### src/rtl/cache_pkg.sv
// Shared cache-subsystem types and constants for the miss path.
// Latency: n/a (package only).
// Backpressure: n/a (package only).
package cache_pkg;

    // Line-fill responder FSM states
    typedef enum logic [1:0] {
        IDLE  = 2'd0,
        WAIT  = 2'd1,
        BURST = 2'd2
    } fill_state_e;

    localparam int WORD_BYTES         = 4;
    localparam int DEF_WORDS_PER_LINE = 4;
    localparam int LINE_OFF_BITS      = $clog2(DEF_WORDS_PER_LINE) + $clog2(WORD_BYTES);

    // Shared width of the fill counter and the cache's hit counter
    localparam int DEFAULT_CNT_W = 21;

    // Byte-offset bits within a line for a given line size in words
    function automatic int line_off_bits(input int words_per_line);
        return $clog2(words_per_line) + $clog2(WORD_BYTES);
    endfunction

endpackage

### src/rtl/sat_counter.sv
// Saturating event counter; sticks at all-ones instead of wrapping.
// Latency: count reflects an inc one cycle after it is sampled.
// Backpressure: none; inc is an event strobe, clr has priority over inc.
module sat_counter
    import cache_pkg::*;
#(
    parameter int WIDTH = DEFAULT_CNT_W
) (
    input  logic             clk,
    input  logic             rst,
    input  logic             inc,
    input  logic             clr,
    output logic [WIDTH-1:0] count
);

    // Count events up to the all-ones ceiling, then hold
    always_ff @(posedge clk) begin
        if (rst || clr) begin
            count <= '0;
        end else if (inc && (count != '1)) begin
            count <= count + 1'b1;
        end
    end

endmodule

### src/rtl/line_fill_responder.sv
// Memory-side responder for cache line fills with synthetic address-derived data.
// Latency: first beat valid LATENCY+1 cycles after the accept edge, then one beat per transfer.
// Backpressure: resp_* held stable while resp_ready=0; req_ready low from accept until burst done.
module line_fill_responder
    import cache_pkg::*;
#(
    parameter int          ADDR_W         = 32,
    parameter int          WORDS_PER_LINE = 4,
    parameter int          LATENCY        = 3,
    parameter logic [31:0] PATTERN        = 32'hA5A5_0000,
    parameter int          CNT_W          = DEFAULT_CNT_W,
    parameter int          IDX_W          = (WORDS_PER_LINE > 1) ? $clog2(WORDS_PER_LINE) : 1
) (
    input  logic              clk,
    input  logic              rst,
    input  logic              req_valid,
    output logic              req_ready,
    input  logic [ADDR_W-1:0] req_addr,
    output logic              resp_valid,
    input  logic              resp_ready,
    output logic [31:0]       resp_data,
    output logic [IDX_W-1:0]  resp_idx,
    output logic              resp_last,
    output logic [CNT_W-1:0]  fills
);

    localparam logic [1:0] ST_IDLE  = IDLE;
    localparam logic [1:0] ST_WAIT  = WAIT;
    localparam logic [1:0] ST_BURST = BURST;

    localparam int              LOB      = line_off_bits(WORDS_PER_LINE);
    localparam logic [ADDR_W-1:0] OFF_MASK = ADDR_W'((64'd1 << LOB) - 64'd1);
    localparam logic [IDX_W-1:0]  LAST_IDX = IDX_W'(WORDS_PER_LINE - 1);

    logic [1:0]        state;
    logic [ADDR_W-1:0] base;
    logic [3:0]        cnt;
    logic [IDX_W-1:0]  idx;
    logic              last_beat;
    logic              fill_done;
    logic [ADDR_W-1:0] beat_addr;

    assign last_beat = (idx == LAST_IDX);
    assign fill_done = (state == ST_BURST) && resp_ready && last_beat;

    // Request accept, latency countdown and beat sequencing
    always_ff @(posedge clk) begin
        if (rst) begin
            state <= ST_IDLE;
            base  <= '0;
            cnt   <= '0;
            idx   <= '0;
        end else begin
            case (state)
                ST_IDLE: begin
                    if (req_valid) begin
                        base  <= req_addr & ~OFF_MASK;
                        cnt   <= 4'(LATENCY);
                        state <= ST_WAIT;
                    end
                end
                ST_WAIT: begin
                    if (cnt == 4'd0) begin
                        idx   <= '0;
                        state <= ST_BURST;
                    end else begin
                        cnt <= cnt - 4'd1;
                    end
                end
                ST_BURST: begin
                    if (resp_ready) begin
                        if (last_beat) begin
                            // idx returns to 0 so resp_idx idles at zero
                            idx   <= '0;
                            state <= ST_IDLE;
                        end else begin
                            idx <= idx + 1'b1;
                        end
                    end
                end
                default: state <= ST_IDLE;
            endcase
        end
    end

    // Base is line-aligned, so adding the word offset never crosses the line
    assign beat_addr = base + (ADDR_W'(idx) << $clog2(WORD_BYTES));

    assign req_ready  = (state == ST_IDLE);
    assign resp_valid = (state == ST_BURST);
    assign resp_data  = resp_valid ? (32'(beat_addr) ^ PATTERN) : 32'd0;
    assign resp_idx   = idx;
    assign resp_last  = resp_valid && last_beat;

    sat_counter #(
        .WIDTH (CNT_W)
    ) u_fills (
        .clk   (clk),
        .rst   (rst),
        .inc   (fill_done),
        .clr   (1'b0),
        .count (fills)
    );

endmodule

### config.mk
export PLATFORM = sky130hd
export DESIGN_NAME = line_fill_responder
export DESIGN_NICKNAME = d
export VERILOG_FILES = /design/src/rtl/cache_pkg.sv /design/src/rtl/sat_counter.sv /design/src/rtl/line_fill_responder.sv
export SDC_FILE = /design/constraint.sdc
export NUM_CORES = 1
export LEC_CHECK = 0
export BUFFER_PORTS_ARGS = -buffer_cell sky130_fd_sc_hd__buf_2
export CELL_PAD_IN_SITES_DETAIL_PLACEMENT = 2
export CELL_PAD_IN_SITES_GLOBAL_PLACEMENT = 2
export CORE_ASPECT_RATIO = 0.8
export CORE_MARGIN = 3
export CORE_UTILIZATION = 25
export DETAILED_ROUTE_END_ITERATION = 12
export PLACE_DENSITY = 0.78
export SYNTH_ARGS = -nofsm -noshare
export SYNTH_HDL_FRONTEND = slang
export SYNTH_SLANG_ARGS = --single-unit
### constraint.sdc
create_clock -name clk -period 1.7 [get_ports clk]
set_input_delay 0.34 -clock clk [delete_from_list [all_inputs] [get_ports clk]]
set_output_delay 0.34 -clock clk [all_outputs]
set_load 0.05 [all_outputs]
Word-level counts from Yosys, hierarchy flattened:

Cells that the tools add are included.

* $add $sub $neg: 4
* reductions and logical operators: 12
* bitwise operators: 1
* eq/ne operators: 9
* multiplexer cells: 13

Operator list (number)
* adder 32 x 4 -> 32 bit: 1
* two-way mux 32 bit: 1
* adder 21 x 1 -> 21 bit (second input constant): 1
* != test 21 bit (second input constant): 1
* two-way mux 2 bit: 7
* two-way mux 4 bit: 2
* NOT 8 bit: 1
* one-hot mux 4 bit (2 select lines): 1
* != test 2 bit (second input constant): 3
* one-hot mux 2 bit (3 select lines): 1
* AND reduction 3 bit: 2
* equality test 2 bit (second input constant): 2
* logical AND 1 bit: 4
* logical NOT 4 bit: 1
* != test 2 x 1 -> 1 bit (second input constant): 2
* one-hot mux 2 bit (2 select lines): 1
* AND reduction 4 bit: 1
* nonzero test 2 bit: 2
* subtractor 4 x 1 -> 4 bit (second input constant): 1
* adder 2 x 1 -> 2 bit (second input constant): 1
* equality test 2 x 1 -> 1 bit (second input constant): 1
* logical NOT 2 bit: 1
* AND reduction 2 bit: 1

* logic and storage cells: 44
* register bits after elaboration: 57
* input port bits: 36
* output and inout bits: 58

Depth between registers and ports, before layout:

* depth after elaboration: 4
* gate-level depth with buffers: 7
* gate-level depth less buffers: 7

Hierarchy:

Synthesis repeated with hierarchy kept, for this count alone.

* cells, all modules: 336
* area total of the unflattened synthesis: 2708.8 sq um

Modules (own cells, without submodules)
* line_fill_responder: area each 1644.1 sq um, sequential area each 720.7 sq um, times used 1, cells an instance 210
* sat_counter: area each 1064.8 sq um, sequential area each 420.4 sq um, times used 1, cells an instance 126

Worst setup path after synthesis:

OpenSTA, ideal clock, no wires.

* path type: reg-to-reg
* from: register u_fills.count[0]
* to: register u_fills.count[17]
* arrival: 2.148 ns
* library setup time: 0.123 ns
* setup slack: -0.571 ns
* cell stages (with the launch flop): 7
* required time: 1.577 ns
* path buffers: 0
* clock period less this slack: 2.271 ns
* cell sequence: dfxtp_1 ha_1 nand4_1 nor4_4 a211oi_2 nand3_1 mux2_1

* cells in the longest elaborated chain, start to end: 2
* elaborated cells between the ends (all ways): 3
* classes of those cells: add/sub (1); eq/ne (1); reduce/logical (1)

RTL lines
* start, declared: line sat_counter.sv:13 `output logic [WIDTH-1:0] count`
* start signal, assigned: line sat_counter.sv:21 `count <= count + 1'b1;`
* branches (longest 2 deep; another with adder 21 x 1 -> 21 bit)

Several ways; the timed one is not identified.
A chain may end at the register's enable or synchronous reset.

Worst setup path in the final report:

* from: register state[1]
* to: output resp_data[22]

* cells in the longest elaborated chain, start to end: 2

RTL lines
* start, declared: line line_fill_responder.sv:35 `logic [1:0] state;`
* start signal, assigned: line line_fill_responder.sv:49 `state <= ST_IDLE;`
* start signal, assigned: line line_fill_responder.sv:59 `state <= ST_WAIT;`
* start signal, assigned: line line_fill_responder.sv:65 `state <= ST_BURST;`
* equality test 2 bit: line line_fill_responder.sv:90 `assign resp_valid = (state == ST_BURST);`
* two-way mux 32 bit: line line_fill_responder.sv:91 `assign resp_data = resp_valid ? (32'(beat_addr) ^ PATTERN) : 32'd0;`
* end, declared: line line_fill_responder.sv:21 `output logic [31:0] resp_data,`

No other way between the ends.

==> metrics <==
Vias per Instance 4.79; core area about 9900 um2; Pwr Total a little under 4 mW; number of global-route vias before repair ~3100; met1 wire length 4950 um; final core utilization 44.5%; buffers added on ports 87; share of cells above drive strength 1 about 50%; yosys warns 0; Setup-failing EPs final 15; metal3 WL 325 um; number of synthesized flops with an enable pin 0; placed inst area roughly 3600 um2; Worst VDD drop between 0.3 and 0.4 mV; worst hold margin 0.257 ns; Hold Vio Cnt, Final 0; Hold Crit Depth 3; Vias 2822; DR top layer met4; min Tclk post-route between 1.5 and 2 ns; Design Area, Final 4420 um2; gr usage total 17.7%; Mapped Area approximately 2600 um2; crit-path leading delay family buffers and inverters; Nets about 490; #FFs+latches synth 57; DP Wirelength 6800 um; most common cell after layout, fill and taps aside nand2_1; register area share after synthesis a little over two fifths; die width roughly 120 um; wire per inst roughly 19 um; final antenna-violating net count 0; fin crit share 101%; fillers about 1100; post-synthesis xor/xnor area fraction 5.01%; Clock Sink Count 57; mux cell area share after synthesis between 1.5 and 2%; synth unique cells 42; most common flop cell mapped by yosys dfxtp_1; Synth Area in Simple Gates between 30% and 40%; worst r2r path cells 7; CP max-delay cell dfxtp_2; Final Max Tran Viols 0; Final WS setup -0.0198 ns; RSZ-0062 raised after global routing yes; H-Tree Depth 3; power per cell area 895 nW/um2; grt ovf 0; TritonCTS buffer count 9; Hold Path Sink base[18]; Worst Hold Class primary input to flop; clk_lat worst skew between 0.3 and 0.4 ns; clock tree root buffer cell clkbuf_16; DIE AREA about 12000 um2; failing checks setup timing; drt first pass iters 4; DR iter-0 viols between 100 and 150; first-pass GRT wire length about 17000 um; row cnt 32; # DRC 0; antenna violations before repair 1; Clock Skew approximately 0.0058 ns; main combinational cell family by area after synthesis simple AND/OR/NAND/NOR gates; met2 WL roughly 5900 um; post-synthesis compound-gate area fraction approximately 13%; Routed WL ~11000 um; Area growth, synth to finish 68.4%; clock buffer depth 2; crit-path max cell delay 0.34 ns; clock slew at reported path FFs ~0.050 ns; Synth Instances roughly 320; Worst setup SP type flop; CP Buf/Inv Count 4; Worst Path Max Fanout 6; Data required, critical path about 1.4 ns; Worst R2R End u_fills.count[7]; Max-Cap Viols 0; largest net degree at the start of global routing 29; Leakage 1.91 nW; Critical Path AT approximately 1.4 ns; Starting Density a little over a quarter; Syn Area/Cell approximately 8 um2; Crit Reg-Reg Startpoint resp_idx[0]; commonest cells after routing, fill and taps aside 62 x nand2_1, 55 x buf_2, 39 x a21oi_1, 37 x buf_4, 30 x dfxtp_1; GP Congestion ~0.79; area share of fa/ha/maj cells after synthesis 1.91%; status finished, violations left; area of the multi-input gates 1580 um2; sequential cell area approximately 1200 um2; critical path, cell by cell buf_6 > nand2b_4 > inv_8 > buf_16 > and2_4 > buf_8; r2r setup slk roughly 0.010 ns; setup TNS -0.116 ns; die height approximately 100 um; f_max between 500 and 600 MHz; hold_sp req_addr[18]; ys async rst share 0%; Crit Path Class flop to primary output; Ports 94; CTS tree yes; crit path capture type primary output
[worst min-delay path: stages]
cell	delay [ns]
buf_2	0.10
nand2_1	0.05
a21oi_1	0.05
[synth_stat cells, drive strengths merged (3+ instances only)]
library cell	instances	area share, %
clkbuf	15	2.1
dfxtp	57	44
and4	4	1.3
a21oi	42	8.2
and3	3	0.72
nor2	30	4.3
nand4	7	1.9
inv	6	0.86
a211oi	4	1.3
ha	4	1.9
and2	25	6.0
nand2	64	9.2
xnor2	13	4.3
nand3	8	2.0
buf	5	1.2
nor3	9	1.7
[area by class of cell]
type / instances / share of cell area [%]
Clock buffer: 15 / 6.06
Timing Repair Buffer: 132 / 26.1
Multi-Input combinational cell: 242 / 35.8
Inverter: 6 / 0.680
Tap cell: 136 / 3.85
Sequential cell: 57 / 27.5
Antenna cell: 1 / 0.0567
[state kept, by name, indices dropped and copies added (netlist names)]
register and cells:
u_fills.count 21, base 28, cnt 4, resp_idx 2
state 2
[worst max-delay path by stage]
| stage | from | to | slack (ns) | depth (start not counted) |
|---|---|---|---|---|
| after global placement | resp_idx[0] | u_fills.count[19] | 0.009 | 7 |
| final | state[1] | resp_data[22] | -0.02 | 6 |
| after global routing | state[1] | resp_data[3] | -0.07 | 6 |
| after CTS | state[1] | resp_data[20] | -0.04 | 6 |
| after floorplan | u_fills.count[1] | u_fills.count[7] | -0.17 | 6 |
| after detailed placement | resp_idx[0] | u_fills.count[19] | -0.03 | 7 |
[cells by family after synthesis]
| kind of cell | count (synthesis) |
|---|---|
| flip-flops | 57 |
| AO/OA/AOI/OAI | 55 |
| multiplexers | 4 |
| XOR/XNOR | 15 |
| buffers and inverters | 26 |
| other | 1 |
| adder cells (fa/ha/maj) | 4 |
| AND/OR/NAND/NOR | 162 |
[report_power, final]
| group | internal, mW | switching, mW | leakage, nW |
|---|---|---|---|
| sequential | 1.40 | 0.0529 | 0.482 |
| clock | 1.06 | 0.603 | 0.130 |
| combinational | 0.328 | 0.513 | 1.30 |
| total | 2.79 | 1.17 | 1.91 |
[repair_timing]
action                     in CTS  in global routing
pin swaps                       4                 24
gates resized for setup        87                 64
cloned                          2                  1
setup buffers                   2                  5
setup endpoints to repair      36                 53
hold buffers                    0                  0
[layer usage]
layer	vias up	global-route usage, %
met1	1410	21.2
met5	-	0
met2	55	31.3
li1	1335	-
met3	22	3.78
met4	0	6.18
[stage by stage]
step,cells,setup WS (ns)
finish,589,-0.0198
floorplan,325,-0.172
detailed placement,563,-0.0317
global placement,563,0.00897
CTS,582,-0.0434
global route,589,-0.0706
Power figures use the tool's default switching activity.
